<file path="src/rtl/counter_seq_ctrl.sv">
`timescale 1ns/1ps
`default_nettype none
// ============================================================================
//  Module   : counter_seq_ctrl
//  Brief    : Sequences an external up-counter through timed intervals of
//             LIMIT+1 counts (one-shot or periodic) with pause and abort.
//  Revision : 1.0 - initial release
// ============================================================================
module counter_seq_ctrl #(
   parameter int SIZE = 8
) (
   input  logic            CLK,
   input  logic            RSTN,
   input  logic            START,
   input  logic            STOP,
   input  logic            PAUSE,
   input  logic            MODE,
   input  logic [SIZE-1:0] LIMIT,
   input  logic [SIZE-1:0] CNT_Q,
   output logic            CNT_CE,
   output logic            CNT_SR,
   output logic            BUSY,
   output logic            DONE,
   output logic [SIZE-1:0] PERIODS
);

   localparam logic [SIZE-1:0] PERIODS_MAX = '1;

   typedef enum logic [1:0] {
      S_IDLE  = 2'd0,
      S_CLEAR = 2'd1,
      S_RUN   = 2'd2
   } state_t;

   state_t          state_q, state_d;
   logic            done_q, done_d;
   logic [SIZE-1:0] periods_q, periods_d;
   logic [SIZE-1:0] limit_q, limit_d;
   logic            mode_q, mode_d;
   logic            term;

   // Unsigned >= so a counter disturbed past the limit still terminates.
   assign term = (CNT_Q >= limit_q);

   always_comb begin
      state_d   = state_q;
      done_d    = 1'b0;
      periods_d = periods_q;
      limit_d   = limit_q;
      mode_d    = mode_q;
      CNT_CE    = 1'b0;
      CNT_SR    = 1'b0;

      case (state_q)
         S_IDLE: begin
            if (START && !STOP) begin
               limit_d   = LIMIT;
               mode_d    = MODE;
               periods_d = '0;
               state_d   = S_CLEAR;
            end
         end
         S_CLEAR: begin
            CNT_SR  = 1'b1;
            state_d = STOP ? S_IDLE : S_RUN;
         end
         S_RUN: begin
            if (STOP) begin
               CNT_SR  = 1'b1;
               state_d = S_IDLE;
            end else if (PAUSE) begin
               state_d = S_RUN;
            end else if (term) begin
               done_d = 1'b1;
               if (periods_q != PERIODS_MAX) begin
                  periods_d = periods_q + 1'b1;
               end
               state_d = mode_q ? S_CLEAR : S_IDLE;
            end else begin
               CNT_CE = 1'b1;
            end
         end
         default: begin
            state_d = S_IDLE;
         end
      endcase
   end

   always_ff @(posedge CLK or negedge RSTN) begin
      if (!RSTN) begin
         state_q   <= S_IDLE;
         done_q    <= 1'b0;
         periods_q <= '0;
         limit_q   <= '0;
         mode_q    <= 1'b0;
      end else begin
         state_q   <= state_d;
         done_q    <= done_d;
         periods_q <= periods_d;
         limit_q   <= limit_d;
         mode_q    <= mode_d;
      end
   end

   assign BUSY    = (state_q != S_IDLE);
   assign DONE    = done_q;
   assign PERIODS = periods_q;

endmodule
`default_nettype wire
</file>
<file path="config.mk">
export PLATFORM = sky130hd
export DESIGN_NAME = counter_seq_ctrl
export DESIGN_NICKNAME = d
export VERILOG_FILES = /design/src/rtl/counter_seq_ctrl.sv
export SDC_FILE = /design/constraint.sdc
export NUM_CORES = 1
export LEC_CHECK = 0
export BUFFER_PORTS_ARGS = -buffer_cell sky130_fd_sc_hd__buf_2
export CORE_MARGIN = 4
export CORE_UTILIZATION = 47
export DETAILED_ROUTE_END_ITERATION = 10
export PLACE_DENSITY = 0.81
export SLEW_MARGIN = 20
export SYNTH_ARGS = -nofsm -noshare
export SYNTH_HDL_FRONTEND = slang
export SYNTH_SLANG_ARGS = --single-unit
</file>
<file path="constraint.sdc">
create_clock -name CLK -period 2 [get_ports CLK]
set_clock_uncertainty 0.15 [all_clocks]
set_input_delay 0.3 -clock CLK [delete_from_list [all_inputs] [get_ports CLK]]
set_output_delay 0.3 -clock CLK [all_outputs]
set_load 0.1 [all_outputs]
</file>
## Yosys cells after proc, flatten, opt, wreduce, memory -nomap -nowiden

Index checks and enable logic that the tools add are counted.

- Bits in registers: 20
- Input port bits: 22
- Output and inout port bits: 12
- Word-level logic and storage cells: 47

- $add $sub $neg: 1
- Order comparisons: 1
- Equality and inequality tests: 9
- Mux-type cells: 23
- Reduce and logical (&&, ||, !) cells: 8

Operators by type and width:

| cell | count |
|---|---|
| 2-to-1 mux 8 bit | 5 |
| one-hot mux 8 bit (2 select lines) | 1 |
| 2-to-1 mux 1 bit | 10 |
| 2-to-1 mux 2 bit | 5 |
| inequality test 2 bit, second input constant | 5 |
| adder 8 x 1 -> 8 bit, second input constant | 1 |
| >= comparator 8 bit | 1 |
| inequality test 8 bit, second input constant | 1 |
| one-hot mux 2 bit (3 select lines) | 1 |
| AND reduction 6 bit | 1 |
| inequality test 4 bit, second input constant | 1 |
| AND reduction 2 bit | 2 |
| nonzero test 2 bit | 2 |
| equality test 2 x 1 -> 1 bit, second input constant | 1 |
| equality test 2 bit, second input constant | 1 |
| zero test 2 bit | 1 |
| one-hot mux 1 bit (2 select lines) | 1 |
| logical AND 1 bit | 1 |
| zero test 1 bit | 1 |

## Depth between registers and ports, before layout

Gate-level depths: netlist of run 1.

- Word-level depth: 6
- Mapped depth: 9
- Mapped depth without buffers: 7

## Least setup slack after synthesis of run 1

No wires, ideal clock.

- Path type: flip-flop to output port
- From: reg limit_q[0]
- To: out CNT_CE
- Arrival time: 2797 ps
- Required time: 1550 ps
- Path slack: -1247 ps
- Cell stages (with the launch flop): 7
- Cells stage by stage: dfrtp_1 ha_1 nand2b_1 a2111oi_2 o31ai_4 buf_2 nor2_1

- Longest elaborated chain between the ends: 5

RTL lines:

| what | RTL line | source |
|---|---|---|
| from (decl) | 38 | `logic [SIZE-1:0] limit_q, limit_d;` |
| from (signal assigned) | 100 | `limit_q <= limit_d;` |
| >= comparator 8 bit | 43 | `assign term = (CNT_Q >= limit_q);` |
| 2-to-1 mux 1 bit | 73 | `end else if (term) begin` |
| 2-to-1 mux 1 bit | 71 | `end else if (PAUSE) begin` |
| 2-to-1 mux 1 bit | 68 | `if (STOP) begin` |
| 2-to-1 mux 1 bit | 54 | `case (state_q)` |
| to (decl) | 20 | `output logic CNT_CE,` |

No other way between the ends.

## Worst setup path after layout of run 1

Ends and elaborated chain as after synthesis.

==> flow_summary.json, run 1 <==
{
  "outcome": "finished with violations",
  "violations": "setup timing",
  "ys_top_cells_by_area": "dfrtp_1 38%, ha_1 12%, mux2_2 9.4%",
  "dieArea_mm2": 0.00373,
  "path_depth": 6,
  "grt_max_degree": 21,
  "worstRegToRegCells": 8,
  "p_per_area_mw_per_mm2": 1560,
  "drt-initial-drc-count": 39,
  "clk_pin_slew_worst_paths_ps": 130,
  "clk_path_buf_depth": 2,
  "dp_cells": 206,
  "h-tree-depth": 1,
  "synth_nets": 173,
  "synth.largest_area_cell": "dfrtp_1",
  "rsz0062_at_grt": "true",
  "endpoint": "CNT_CE",
  "drive_above_1_share_pct": 48.7,
  "crit_arrival_ps": 1890,
  "hold_class": "input pin to flop",
  "cts-root-buf": "clkbuf_4",
  "dp_hpwl_mm": 2.40,
  "synth.most_common_cell": "dfrtp_1",
  "yosys-top-cells-count": "20 x dfrtp_1, 14 x inv_1, 13 x ha_1, 13 x nand2_1, 11 x mux2_2",
  "start_util_pct": 51.1,
  "cts_buffers": 3,
  "rrSetupSlack_ps": -320,
  "power.static_leakage_nw": 0.872,
  "slew_headroom_pct": 67.8,
  "antenna_found_initial": 0,
  "fp.dieH_um": 61.1,
  "hold_viol_final": 0,
  "drt_drc_violations_left": 0,
  "num-fill-cells": 195,
  "final_cells": 217,
  "via_count": 1233,
  "grt_pass1_wl_mm": 5.09,
  "grt_pass1_vias": 1245,
  "nets": 223,
  "core_mm2": 0.00259,
  "yosysTopAreaCellShare_pct": 37.8,
  "fin_crit_sh_pct": 117,
  "crit_path_start": "limit_q[0]$_DFFE_PN0P_",
  "r2r_start": "limit_q[0]$_DFFE_PN0P_",
  "area_growth_pct": 38.8,
  "worst_slack_ps": -344,
  "synthFlopType": "dfrtp_1",
  "drv_cap": 0,
  "via_per_inst": 5.68,
  "n_antenna_cell": 0,
  "worst_setup_path_start_kind": "flop",
  "wl_per_cell_um": 15.6,
  "insertion_delay_ps": 310,
  "grt_usage_pct": 18.0,
  "critPathSlowestCell": "dfrtp_1",
  "slowest_delay_ps": 410,
  "syn_area_per_cell_um2": 9.59,
  "final_max_slew_viol_count": 0,
  "fmax_mhz": 427,
  "setup_violations": 11,
  "die-width_um": 61.1,
  "finalSetupTns_ps": -2820,
  "worstPathRequired_ps": 1550,
  "rows": 18,
  "overflow": 0,
  "end_kind": "primary output",
  "cp_num_buf_inv": 1,
  "crit_fanout": 2,
  "crit_chain": "ha_1 -> nand2b_4 -> a2111oi_4 -> o31ai_4 -> nor2_4 -> buf_12",
  "clkSinkCount": 20,
  "yosysUniqueCellTypes": 35,
  "synthesis.area_mm2": 0.00132,
  "vdd_drop_max_v": 0.00130,
  "routed_wl_mm": 3.38,
  "portBuffers": 33,
  "ys_async_sr_fraction_pct": 100,
  "synth_warnings": 0,
  "worst_pin_slew_ps": 486,
  "synth_edf_count": 0,
  "synth_cells": 138,
  "cp_top_family": "compound AO/OA/AOI/OAI gates",
  "worst_r2r_endpoint": "state_q[0]$_DFFE_PN0P_",
  "cts_tree": "done",
  "gp_congestion": 0.899,
  "antenna_left": 0,
  "period_needed_ps": 2340,
  "boundaryPins": 34,
  "timing_worst_setup_path_type": "flop to primary output",
  "ys_ff_latch": 20,
  "dr.pass1.iters": 4,
  "yosysSeqAreaShare_pct": 37.8
}
routing by layer:
metal / GRT usage, % / vias up / wire length [um]
li1: - / 591 / -
met5: 0 / - / 0
met2: 31.9 / 42 / 1790
met4: 7.12 / 0 / 44
met3: 2.52 / 5 / 156
met1: 21.9 / 595 / 1390
worst min path at each step:
stage                         from                endpoint  slack (ps)  cells after the start
after floorplan               RSTN          DONE$_DFF_PN0_        -150                      0
after global placement        RSTN  PERIODS[1]$_DFFE_PN0P_         120                      1
after detailed placement      RSTN  PERIODS[1]$_DFFE_PN0P_         120                      1
after CTS                 LIMIT[6]  limit_q[6]$_DFFE_PN0P_          70                      2
after global routing      LIMIT[6]  limit_q[6]$_DFFE_PN0P_          60                      2
final                     LIMIT[1]  limit_q[1]$_DFFE_PN0P_          60                      2
area by class of cell:
| class | instances | area (um2) | share of cell area (%) |
|---|---|---|---|
| clock buffer | 4 | 36.3 | 1.98 |
| inverter | 14 | 56.3 | 3.07 |
| multi-input combinational | 98 | 827 | 45.0 |
| sequential | 20 | 518 | 28.2 |
| tap | 30 | 37.5 | 2.04 |
| timing repair buffer | 51 | 362 | 19.7 |
layout by cell type, fill, tap and decap left out, types with 3 or more instances in the layout:
cell type	netlist	layout
mux2_2	11	9
nand2_1	13	13
a21oi_1	8	6
nand4_1	3	3
dfrtp_1	20	12
a211o_1	3	3
inv_1	14	12
nand3_1	5	5
buf_6	1	5
o211ai_1	3	3
ha_1	13	10
buf_4	1	11
buf_2	1	30
dfrtp_2	0	5
clkbuf_4	0	4
nor4_1	3	3
ha_2	0	3
dfrtp_4	0	3
nor3_1	5	5
state kept, by name (all words and copies together) (netlist names):
| signal | count |
|---|---|
| DONE | 1 |
| PERIODS | 8 |
| limit_q | 8 |
| mode_q | 1 |
| state_q | 2 |
per-stage QoR:
stage	utilization, %	area [um2]	worst slack, ps	power (W)	hold slack (ps)
finish	70.9	1840	-344	0.00286	60.4
detailed placement	64.3	1670	-233	0.00232	124
CTS	66.8	1730	-329	0.00260	68.0
global route	70.9	1840	-463	0.00303	59.6
floorplan	-	1410	-307	0.00194	-146
global placement	64.3	1670	-164	0.00225	120
what timing repair did:
action                     in CTS  in global routing
setup buffers                   1                  5
setup endpoints to repair      21                 13
resized for setup               3                 18
hold buffers                    1                  0
pin swaps                       1                  6
hold endpoints to repair       20                  0
power by group:
part / leakage, nW / switching [W] / internal (W)
logic: 0.609 / 0.00112 / 0.000776
clock network: 0.0210 / 0.000137 / 0.000111
registers: 0.242 / 0.000143 / 0.000573
cells by family (layout without fill, tap and decap cells):
group	count (synthesis)	after routing	share of synthesized area [%]
muxes	12	12	10.1
and+or+nand+nor	46	46	17.8
DFF	20	20	37.8
AOI/OAI and AO/OA	27	27	15.4
adders and majority gates	13	13	12.3
buffers and inverters	20	69	6.62
worst register-to-register path, stage by stage (launching register included):
cell	delay (ps)
dfrtp_1	410
ha_1	280
nand2b_4	150
a2111oi_4	340
o31ai_4	110
buf_4	150
buf_8	130
o21ai_4	180
mux2_4	330
Note: power is estimated with default switching activity, not from simulation.
==> run 2, diff against run 1 <==
--- a/config.mk
+++ b/config.mk
@@ -6,6 +6,7 @@
 export NUM_CORES = 1
 export LEC_CHECK = 0
 export BUFFER_PORTS_ARGS = -buffer_cell sky130_fd_sc_hd__buf_2
+export CORE_ASPECT_RATIO = 1.75
 export CORE_MARGIN = 4
 export CORE_UTILIZATION = 47
 export DETAILED_ROUTE_END_ITERATION = 10
==> run 2 against run 1 <==
Effect of this change: the run still ends with setup timing left; sequential share of layout area grew 0.18 points; global-route usage grew 1.6 points; cell count shrank 1.4%; clock power grew 9.7%; worst hold slack gained 59 ps; critical path depth is the same; core utilization shrank 2.9 points; fmax grew 2.5%; first-iteration DRC count grew 72%; worst setup slack gained 57 ps; critical path type unchanged; largest power group unchanged.
==> flow_summary.json, run 2 (synthesized netlist as in run 1, its figures left out) <==
{
  "setup_violations": 11,
  "n_antenna_cell": 0,
  "grtUsageMet3_pct": 2.06,
  "nets": 223,
  "rsz0062_at_grt": "true",
  "die-width_um": 48.1,
  "final_common_cell": "buf_2",
  "slowest_delay_ps": 390,
  "fp.dieH_um": 78.2,
  "crit_chain": "ha_1 -> nand2b_4 -> a2111oi_4 -> o31ai_4 -> nor2_4 -> buf_12",
  "portBuffers": 33,
  "drive_above_1_share_pct": 47.6,
  "power.static_leakage_nw": 0.871,
  "grt_max_degree": 21,
  "slew_headroom_pct": 67.6,
  "whs_ps": 119,
  "fin_crit_sh_pct": 114,
  "drt_drc_violations_left": 0,
  "antenna_found_initial": 0,
  "dp_hpwl_mm": 2.64,
  "fmax_mhz": 437,
  "placed_area_mm2": 0.00171,
  "wl_per_cell_um": 15.6,
  "timing_worst_setup_path_type": "flop to primary output",
  "antenna_left": 0,
  "hold_class": "input pin to flop",
  "rows": 25,
  "boundaryPins": 34,
  "violations": "setup timing",
  "drv_cap": 0,
  "via_per_inst": 5.89,
  "clkSinkCount": 20,
  "hold_viol_final": 0,
  "cts_tree": "done",
  "grt_pass1_vias": 1324,
  "clk_path_buf_depth": 2,
  "core_mm2": 0.00269,
  "area_growth_pct": 38.2,
  "gp_congestion": 0.890,
  "start_util_pct": 49.2,
  "worst_setup_path_start_kind": "flop",
  "postLayoutCoreUtil_pct": 68.0,
  "overflow": 0,
  "outcome": "finished with violations",
  "vdd_drop_max_v": 0.00131,
  "grt_usage_pct": 19.6,
  "layout_common_cells": "30 x buf_2, 16 x buf_4, 13 x nand2_1",
  "worst_pin_slew_ps": 490,
  "insertion_delay_ps": 260,
  "cp_num_buf_inv": 1,
  "h-tree-depth": 1,
  "clk_pin_slew_worst_paths_ps": 70,
  "dieArea_mm2": 0.00376,
  "drt-initial-drc-count": 67,
  "use_met2_pct": 37.5,
  "worstPathRequired_ps": 1550,
  "dr.pass1.iters": 4,
  "period_needed_ps": 2290,
  "met1_usage_pct": 18.8,
  "cts_buffers": 3,
  "busiest_layer": "met2",
  "crit_fanout": 2,
  "critPathSlowestCell": "dfrtp_1",
  "cts-root-buf": "clkbuf_8",
  "finalInstanceArea_mm2": 0.00183,
  "cp_top_family": "compound AO/OA/AOI/OAI gates",
  "end_kind": "primary output",
  "via_count": 1260,
  "final_max_slew_viol_count": 0,
  "crit_arrival_ps": 1840,
  "routed_wl_mm": 3.33,
  "grt_pass1_wl_mm": 5.42,
  "worst_slack_ps": -287,
  "p_per_area_mw_per_mm2": 1520
}
==> run 2: cell types whose count changed in the layout (fill, tap and decap cells not counted), sizes merged <==
| cell | previous run | this run |
|---|---|---|
| clkbuf | 5 | 4 |
| buf | 49 | 50 |
==> run 2: metal layers <==
| metal | wire [um] | part of all wire (%) |
|---|---|---|
| met5 | 0 | 0 |
| met4 | 107 | 3.2 |
| met1 | 1120 | 34 |
| met3 | 226 | 6.8 |
| met2 | 1880 | 56 |
==> run 2: final timing paths <==
| path | startpoint | end | slack (ps) | cells after the start |
|---|---|---|---|---|
| min in group asynchronous | RSTN | PERIODS[3]$_DFFE_PN0P_ | 360 | 2 |
| hold / removal | LIMIT[1] | limit_q[1]$_DFFE_PN0P_ | 120 | 2 |
| setup reg to reg | limit_q[0]$_DFFE_PN0P_ | state_q[1]$_DFFE_PN0P_ | -270 | 7 |
| hold reg to reg | limit_q[1]$_DFFE_PN0P_ | limit_q[1]$_DFFE_PN0P_ | 360 | 1 |
| setup / recovery | limit_q[0]$_DFFE_PN0P_ | CNT_CE | -290 | 6 |
| max in group asynchronous | RSTN | PERIODS[1]$_DFFE_PN0P_ | 1000 | 2 |
==> run 2: timing repair <==
action | in CTS | in global routing
gates resized for setup | 7 | 6
endpoints found under the setup margin | 21 | 12
buffers inserted | 2 | 0
hold endpoints to repair | 20 | 0
hold buffers | 1 | 0
pin swaps | 1 | 1
==> run 2: through the flow <==
step           setup slack (ps)  instances  TNS [ps]  total power, W
2_1_floorplan              -307        138     -3200         0.00194
3_5_place_dp               -227        207     -2020         0.00243
4_1_cts                    -304        214     -2070         0.00277
6_report                   -287        214     -1980         0.00279
3_3_place_gp               -144        207      -769         0.00235
5_1_grt                    -348        214     -2770         0.00295
==> run 2: area by class of cell <==
class / count / area [um2]
fillers: 209 / 861
repair buffers: 51 / 355
inverters: 14 / 56.3
multi-input cells: 98 / 820
flip-flops and latches: 20 / 519
well taps: 27 / 33.8
clock buffers: 4 / 45.0
==> run 2: worst register-to-register path, cell delays in order, from the launching register on <==
cell and delay (ps):
dfrtp_1 390, ha_1 280, nand2b_4 150, a2111oi_4 340, o31ai_4 110, buf_4 180, o21ai_1 190, mux2_2 360
==> run 2: power by group <==
part           switching (W)  internal [W]  total [W]
Combinational        0.00109      0.000710    0.00180
Clock               0.000130      0.000142   0.000272
Sequential          0.000135      0.000576   0.000712
Total                0.00136       0.00143    0.00279
